==> src/rtl/fpu_share_arbiter.sv <==
// ----------------------------------------------------------------------------
// fpu_share_arbiter
//
// Shares one multi-cycle, single-outstanding FPU datapath between NUM_REQ
// requesters. One request is accepted at a time with round-robin priority,
// issued to the FPU, and its result and status are routed back to the
// requester that owns it. A flush abandons the current operation. If the FPU
// has already accepted the issue, the flush moves to DRAIN so that the
// orphaned result is still consumed.
//
// Optional feature macro: FPU_ARB_WATCHDOG_EN
//   When defined, a 10-bit watchdog bounds the time spent in WAIT and DRAIN.
//   - On expiry in WAIT, the arbiter answers the owner with a canonical NaN
//     and the NV flag set.
//   - On expiry in DRAIN, it returns to IDLE.
//   - timeout_o pulses for one cycle when the watchdog fires.
//   When the macro is undefined, no counter exists and timeout_o is 0.
//
// Parameters:
//   NUM_REQ        number of requesters (2..8)
//   WIDTH          operand / result width
//   TAG_WIDTH      per-request tag width, returned unchanged
//   TIMEOUT_CYCLES watchdog limit (1..1023), only meaningful with the macro
//
// Ports:
//   clk_i, rst_i          clock, synchronous active-high reset
//   flush_i               abandon the current operation
//   req_valid_i/ready_o   request handshake, one bit per requester
//   req_operands_i        requester r, operand k at [(r*3+k)*WIDTH +: WIDTH]
//   req_op_i/rnd_i/tag_i  requester r field at [r*5 +: 5], [r*3 +: 3],
//                         [r*TAG_WIDTH +: TAG_WIDTH]
//   fpu_valid_o/ready_i   issue handshake towards the FPU
//   fpu_operands_o        opa/opb/opc at [k*WIDTH +: WIDTH], registered
//   fpu_op_o, fpu_rnd_o   registered op code and rounding mode
//   fpu_out_valid_i/ready_o, fpu_result_i, fpu_status_i
//                         result handshake from the FPU
//   rsp_valid_o/ready_i   response handshake, owner bit only
//   rsp_result_o/status_o/tag_o
//                         shared response payload
//   busy_o                high whenever the FSM is not IDLE
//   timeout_o             one-cycle watchdog pulse
// ----------------------------------------------------------------------------
module fpu_share_arbiter #(
    parameter int NUM_REQ        = 2,
    parameter int WIDTH          = 64,
    parameter int TAG_WIDTH      = 5,
    parameter int TIMEOUT_CYCLES = 127
) (
    input  logic                           clk_i,
    input  logic                           rst_i,
    input  logic                           flush_i,

    input  logic [NUM_REQ-1:0]             req_valid_i,
    output logic [NUM_REQ-1:0]             req_ready_o,
    input  logic [NUM_REQ*3*WIDTH-1:0]     req_operands_i,
    input  logic [NUM_REQ*5-1:0]           req_op_i,
    input  logic [NUM_REQ*3-1:0]           req_rnd_i,
    input  logic [NUM_REQ*TAG_WIDTH-1:0]   req_tag_i,

    output logic                           fpu_valid_o,
    input  logic                           fpu_ready_i,
    output logic [3*WIDTH-1:0]             fpu_operands_o,
    output logic [4:0]                     fpu_op_o,
    output logic [2:0]                     fpu_rnd_o,

    input  logic                           fpu_out_valid_i,
    output logic                           fpu_out_ready_o,
    input  logic [WIDTH-1:0]               fpu_result_i,
    input  logic [4:0]                     fpu_status_i,

    output logic [NUM_REQ-1:0]             rsp_valid_o,
    input  logic [NUM_REQ-1:0]             rsp_ready_i,
    output logic [WIDTH-1:0]               rsp_result_o,
    output logic [4:0]                     rsp_status_o,
    output logic [TAG_WIDTH-1:0]           rsp_tag_o,

    output logic                           busy_o,
    output logic                           timeout_o
);

    localparam int IDX_W = (NUM_REQ > 1) ? $clog2(NUM_REQ) : 1;

    typedef enum logic [2:0] {
        S_IDLE,
        S_ISSUE,
        S_WAIT,
        S_DRAIN,
        S_RESP
    } state_t;

    state_t             state;
    logic [IDX_W-1:0]   rr_ptr;
    logic [IDX_W-1:0]   owner;
    logic [IDX_W-1:0]   next_ptr;

    logic               grant_found;
    logic [IDX_W-1:0]   winner;
    logic [IDX_W:0]     cand_sum;
    logic [IDX_W-1:0]   cand_idx;

`ifdef FPU_ARB_WATCHDOG_EN
    // The watchdog fires on the cycle in which the count would reach the limit.
    localparam logic [9:0]       WD_LAST   = 10'(TIMEOUT_CYCLES - 1);
    localparam logic [WIDTH-1:0] CANON_NAN = WIDTH'(64'h7FF8_0000_0000_0000);
    logic [9:0]                  wd_count;
`endif

    // Round-robin winner: the first valid requester found scanning upward from
    // rr_ptr. The extra bit in cand_sum keeps the wrap free of overflow.
    always_comb begin
        grant_found = 1'b0;
        winner      = '0;
        cand_sum    = '0;
        cand_idx    = '0;
        for (int i = 0; i < NUM_REQ; i++) begin
            cand_sum = {1'b0, rr_ptr} + (IDX_W+1)'(i);
            if (cand_sum >= (IDX_W+1)'(NUM_REQ)) begin
                cand_sum = cand_sum - (IDX_W+1)'(NUM_REQ);
            end
            cand_idx = cand_sum[IDX_W-1:0];
            if (!grant_found && req_valid_i[cand_idx]) begin
                grant_found = 1'b1;
                winner      = cand_idx;
            end
        end
    end

    // The grant is combinational so a requester sees acceptance in the same
    // cycle it presents the request. Flush and reset suppress it.
    always_comb begin
        req_ready_o = '0;
        if (state == S_IDLE && !rst_i && !flush_i && grant_found) begin
            req_ready_o[winner] = 1'b1;
        end
    end

    // Only the owner ever sees a response valid.
    always_comb begin
        rsp_valid_o = '0;
        if (state == S_RESP) begin
            rsp_valid_o[owner] = 1'b1;
        end
    end

    assign fpu_valid_o     = (state == S_ISSUE);
    assign fpu_out_ready_o = (state == S_WAIT) || (state == S_DRAIN);
    assign busy_o          = (state != S_IDLE);
    assign next_ptr        = (owner == IDX_W'(NUM_REQ - 1)) ? '0 : owner + IDX_W'(1);

`ifndef FPU_ARB_WATCHDOG_EN
    // TIMEOUT_CYCLES is at least 1, so this is a constant 0. Referencing the
    // parameter keeps it live in builds without the watchdog.
    assign timeout_o = (TIMEOUT_CYCLES == 0);
`endif

    // Main sequencer. Flush is checked first in every state that honours it, so
    // it overrides any handshake completing in the same cycle. A flush in WAIT
    // goes to DRAIN rather than IDLE because the FPU still owes a result.
    always_ff @(posedge clk_i) begin
        if (rst_i) begin
            state          <= S_IDLE;
            rr_ptr         <= '0;
            owner          <= '0;
            fpu_operands_o <= '0;
            fpu_op_o       <= '0;
            fpu_rnd_o      <= '0;
            rsp_result_o   <= '0;
            rsp_status_o   <= '0;
            rsp_tag_o      <= '0;
`ifdef FPU_ARB_WATCHDOG_EN
            wd_count       <= '0;
            timeout_o      <= 1'b0;
`endif
        end else begin
`ifdef FPU_ARB_WATCHDOG_EN
            timeout_o <= 1'b0;
`endif
            case (state)
                S_IDLE: begin
                    if (!flush_i && grant_found) begin
                        fpu_operands_o <= req_operands_i[int'(winner)*3*WIDTH +: 3*WIDTH];
                        fpu_op_o       <= req_op_i[int'(winner)*5 +: 5];
                        fpu_rnd_o      <= req_rnd_i[int'(winner)*3 +: 3];
                        rsp_tag_o      <= req_tag_i[int'(winner)*TAG_WIDTH +: TAG_WIDTH];
                        owner          <= winner;
                        state          <= S_ISSUE;
                    end
                end

                S_ISSUE: begin
                    if (flush_i) begin
                        state <= S_IDLE;
                    end else if (fpu_ready_i) begin
                        state <= S_WAIT;
`ifdef FPU_ARB_WATCHDOG_EN
                        wd_count <= '0;
`endif
                    end
                end

                S_WAIT: begin
                    if (flush_i) begin
                        state <= S_DRAIN;
`ifdef FPU_ARB_WATCHDOG_EN
                        wd_count <= '0;
`endif
                    end else if (fpu_out_valid_i) begin
                        rsp_result_o <= fpu_result_i;
                        rsp_status_o <= fpu_status_i;
                        state        <= S_RESP;
                    end
`ifdef FPU_ARB_WATCHDOG_EN
                    else if (wd_count == WD_LAST) begin
                        // Synthesise an invalid-operation answer so the owner
                        // is never left waiting on a hung FPU.
                        rsp_result_o <= CANON_NAN;
                        rsp_status_o <= 5'b10000;
                        timeout_o    <= 1'b1;
                        state        <= S_RESP;
                    end else begin
                        wd_count <= wd_count + 10'd1;
                    end
`endif
                end

                S_DRAIN: begin
                    if (fpu_out_valid_i) begin
                        state <= S_IDLE;
                    end
`ifdef FPU_ARB_WATCHDOG_EN
                    else if (wd_count == WD_LAST) begin
                        timeout_o <= 1'b1;
                        state     <= S_IDLE;
                    end else begin
                        wd_count <= wd_count + 10'd1;
                    end
`endif
                end

                S_RESP: begin
                    if (flush_i) begin
                        state <= S_IDLE;
                    end else if (rsp_ready_i[owner]) begin
                        rr_ptr <= next_ptr;
                        state  <= S_IDLE;
                    end
                end

                default: begin
                    state <= S_IDLE;
                end
            endcase
        end
    end

endmodule

==> config.mk <==
export PLATFORM = sky130hd
export DESIGN_NAME = fpu_share_arbiter
export DESIGN_NICKNAME = d
export VERILOG_FILES = /design/src/rtl/fpu_share_arbiter.sv
export SDC_FILE = /design/constraint.sdc
export NUM_CORES = 1
export LEC_CHECK = 0
export ABC_AREA = 1
export BUFFER_PORTS_ARGS = -buffer_cell sky130_fd_sc_hd__buf_2
export CORE_AREA = 4 4 295 297
export DETAILED_ROUTE_END_ITERATION = 10
export DIE_AREA = 0 0 299 301
export PLACE_DENSITY = 0.3
export SLEW_MARGIN = 25
export SYNTH_ARGS = -nofsm -noshare
export SYNTH_HDL_FRONTEND = slang
export SYNTH_SLANG_ARGS = --single-unit
==> constraint.sdc <==
create_clock -name clk_i -period 2.1 [get_ports clk_i]
set_input_delay 0.42 -clock clk_i [delete_from_list [all_inputs] [get_ports clk_i]]
set_output_delay 0.42 -clock clk_i [all_outputs]
set_load 0.01 [all_outputs]
# Word-level counts from Yosys, hierarchy flattened
# Index checks and enable logic that the tools add are counted.
# word_totals
romBits	0
mem_bits_rw	0
latchBits	0
n_memories	0
register_bits	279
# op_classes
mux	28
n_bitwise	1
n_addsub	4
multipliers	2
eq_ne	9
n_lt_le_gt_ge	8
shift	4
reduce_logical	17
div_mod_pow	0
# op_table
op	n
$shiftx A384 B32 Y192	1
$shiftx A10 B32 Y5	1
$mux W3	8
$mux W1	15
$pmux W3 S5	1
$shiftx A10 B5 Y5	1
$lt A1 B2 Y1 const B	4
$logic_and A1 B1 Y1	7
$eq A3 B2 Y1 const B	2
$ne A3 B2 Y1 const B	2
$reduce_and A3 Y1	2
$shiftx A6 B4 Y3	1
$reduce_and A5 Y1	1
$mul A1 B3 Y4 const B	1
$mux W2	2
$eq A3 B1 Y1 const B	1
$eq A3 B3 Y1 const B	1
$logic_not A1 Y1	3
$logic_not A3 Y1	1
$mul A1 B2 Y3 const B	1
$ne A3 B3 Y1 const B	1
$reduce_bool A3 Y1	1
$add A1 B1 Y2 const B	1
$demux W1 S1	2
other kinds (10)	12

# Depth between registers and ports, before layout
# depth
ltp_word	13
ltp_mapped	9
ltp_nobuf	9

# Worst setup path before layout
# Ideal clock, no wire load.
# synth_timing
path_kind	input to output
startpoint	input port flush_i
endpoint	output port req_ready_o[0]
path_slack_ps	209
path_stages	7
t_arrival_ps	1471
path_cell_list	inv_1 o21ai_1 nor2_1 inv_2 nor3_4 buf_2 buf_2
# synth_between
elab_chain_len	4
# synth_rtl
element	line	rtl
from (decl)	51	input logic flush_i,
$logic_not A1 Y1	132	if (state == S_IDLE && !rst_i && !flush_i && grant_found) begin
$logic_and A1 B1 Y1 (2 in series)	132	
$mux W2	132	
to (decl)	54	output logic [NUM_REQ-1:0] req_ready_o,
# Every way passes these cells.

# Worst setup path in the final report
# layout_timing
startpoint	register state[0]
endpoint	output port req_ready_o[0]
# layout_between
elab_chain_len	5
# layout_rtl
element	line	rtl
from (decl)	91	state_t state;
from (signal assigned)	161	state <= S_IDLE;
from (signal assigned)	186	state <= S_ISSUE;
from (signal assigned)	192	state <= S_IDLE;
$logic_not A3 Y1	132	
$logic_and A1 B1 Y1 (3 in series)	132	
$mux W2	132	
# Every way passes these cells.

==> metrics <==
status finished, violations left; violated checks negative setup slack; placed cell count between 3000 and 4000; most frequent cells in the layout buf_2, nand2_1, dfxtp_1; hpwl dp 43900 um; worst setup margin -0.00257 ns; layout net count 2724; startpoint types register; GRT Total Usage 0.118; CTS Buf Count 39; critical path class register to output pin; Die Wd approximately 300 um; Area growth, synth to finish 64.2%; Syn Area/Cell roughly 7 um^2; CTS tree built; Clock Latency Late Sink 0.54 ns; Root Driver clkbuf_16; final hold vios 0; critical path required time around 1.7 ns; Hold Buf Count CTS 0; Top Ports slightly below 800; DR iter-0 viols approximately 670; clk sink count 279; Clock transition at path regs roughly 0.05 ns; via count between 10000 and 15000; drt first pass iters 6; Final GP Congestion around 0.9; IO buf count between 700 and 800; Crit. End Element output pin; commonest non-fill, non-tap cell in the layout buf_2; Initial Utilization 0.124; largest net degree at the start of global routing between 70 and 80; drt total wl 57100 um; Site Rows between 100 and 150; Die H 301 um; area of the core approximately 85000 um^2; H-tree levels 2; vias in the first global route 12379; main combinational cell family by area after synthesis simple AND/OR/NAND/NOR gates; Hold Path Class input port to register; sequential cell area ~5600 um^2; Total Power between 15 and 20 mW; share of layout cells above drive strength 1 0.391; Multi-input gate area 4500 um^2; first-pass GRT wire length between 80000 and 90000 um; Routed WL per cell approximately 17 um; vias per cell between 3 and 4; initial antenna violation count 16; Critical Path AT approximately 1.7 ns; Max Cap Viol 0; number of remaining DRC errors 0; P_leak slightly below 9 nW; Synth warnings 0; Worst Skew between 0.01 and 0.015 ns; final setup fails 1; Max Slew Vio Count 0; Compound-Gate Fraction of Synth Area 0.0361; Layout fillers 9763; Synth Net Count ~2000; Max Clk Rate 476 MHz; Power Dens Cells 975 nW/um^2; crit-path max FO 3; register area share after synthesis 0.531; Cell variety after synth 19; fraction of synthesized cell area in xor and xnor cells 0; Post-Syn Area about 11000 um^2; RSZ-0062 raised after global routing true; crit path time final 2.10 ns; simple-gate share of the synthesized area 0.388; Synth Area in Adders 0; number of synthesized register bits roughly 280; clock tree buffer depth 3; GR Overflow Total 0; Tcrit/Tclk final 1.00; final instance count without filler cells 3414; Die ar. 90000 um^2; maximum VDD drop about 0.00034 V; multiplexer share of the synthesized area 0; Post-Syn Instances 1470; Routed Antenna Nets 0
==> stage by stage <==
stage | cell area [um^2] | hold WS (ns) | setup TNS [ns] | util | setup slack [ns]
final | 17300 | 0.0718 | -0.00257 | 0.204 | -0.00257
after global routing | 17300 | 0.0212 | -0.315 | 0.204 | -0.136
after CTS | 17200 | 0.00752 | -0.209 | 0.204 | -0.165
after detailed placement | 15900 | 0.450 | 0 | 0.188 | 0.0560
after global placement | 15900 | 0.448 | 0 | 0.188 | 0.0258
after floorplan | 10500 | 0.430 | 0 | - | 0.209
==> cells by family (layout without fill, tap and decap cells) <==
logic type      after synthesis  in the layout
simple gates               1007           1007
other cells                   1             13
flops                       279            279
buf+inv                     107            895
compound gates               76             76
==> path summary, 6_finish.rpt <==
check,startpoint,to,slack [ns],cells after the start
setup / recovery,state[0],req_ready_o[0],-0.003,7
hold / removal,req_tag_i[7],rsp_tag_o[2],0.07,3
setup reg to reg,state[0],fpu_operands_o[27],0.16,10
hold reg to reg,rr_ptr,rr_ptr,0.46,2
==> synthesized netlist by cell type, drive strengths merged <==
cell type  count  area (um^2)
nor2         156          588
clkbuf        40          151
nand4          2         12.5
dfxtp        279         5590
nand3        212         1060
inv           18         67.6
nand2        634         2380
conb           1         3.75
nor3           3         37.5
o21ai         74          370
a21oi          2         10.0
buf           49          257
==> area by class of cell <==
type / count / area share
clock inverter: 7 / 0.00557
inverter: 18 / 0.00405
multi-input combinational: 1084 / 0.260
antenna: 12 / 0.00174
timing repair buffer: 814 / 0.257
clock buffer: 56 / 0.0654
sequential: 279 / 0.323
tap: 1144 / 0.0828
==> critical path, cell delays in order, from the launching register on <==
cell,delay (ns)
dfxtp_2,0.34
nor2_4,0.12
nand2_2,0.08
nor2_4,0.10
inv_2,0.07
nor3_4,0.19
buf_12,0.15
buf_8,0.10
==> state kept, by name, summed over array words and instances (netlist names), 3 cells and up <==
register        cells
rsp_tag_o           5
state               3
fpu_operands_o    192
rsp_status_o        5
rsp_result_o       64
fpu_rnd_o           3
fpu_op_o            5
==> report_power, final <==
| part | internal, mW | total [mW] | leakage (nW) | switching, mW |
|---|---|---|---|---|
| sequential | 6.09 | 6.51 | 2.27 | 0.418 |
| clock | 3.95 | 6.55 | 0.604 | 2.60 |
| combinational | 1.55 | 3.79 | 5.98 | 2.24 |
==> per-layer routing <==
layer  share of wire  GRT usage  vias up
met5         0.00088          0        -
met3           0.080     0.0368       94
li1                -          -     6199
met1            0.37      0.129     5694
met2            0.51      0.211      458
met4           0.031     0.0522        8
==> repair_timing <==
| action | in CTS | in global routing |
|---|---|---|
| pin swaps | 3 | 3 |
| setup buffers | 7 | 0 |
| gates cloned | 0 | 0 |
| resized for setup | 12 | 6 |
| setup endpoints to repair | 2 | 58 |
No activity file was read; power rests on OpenSTA's default activity.
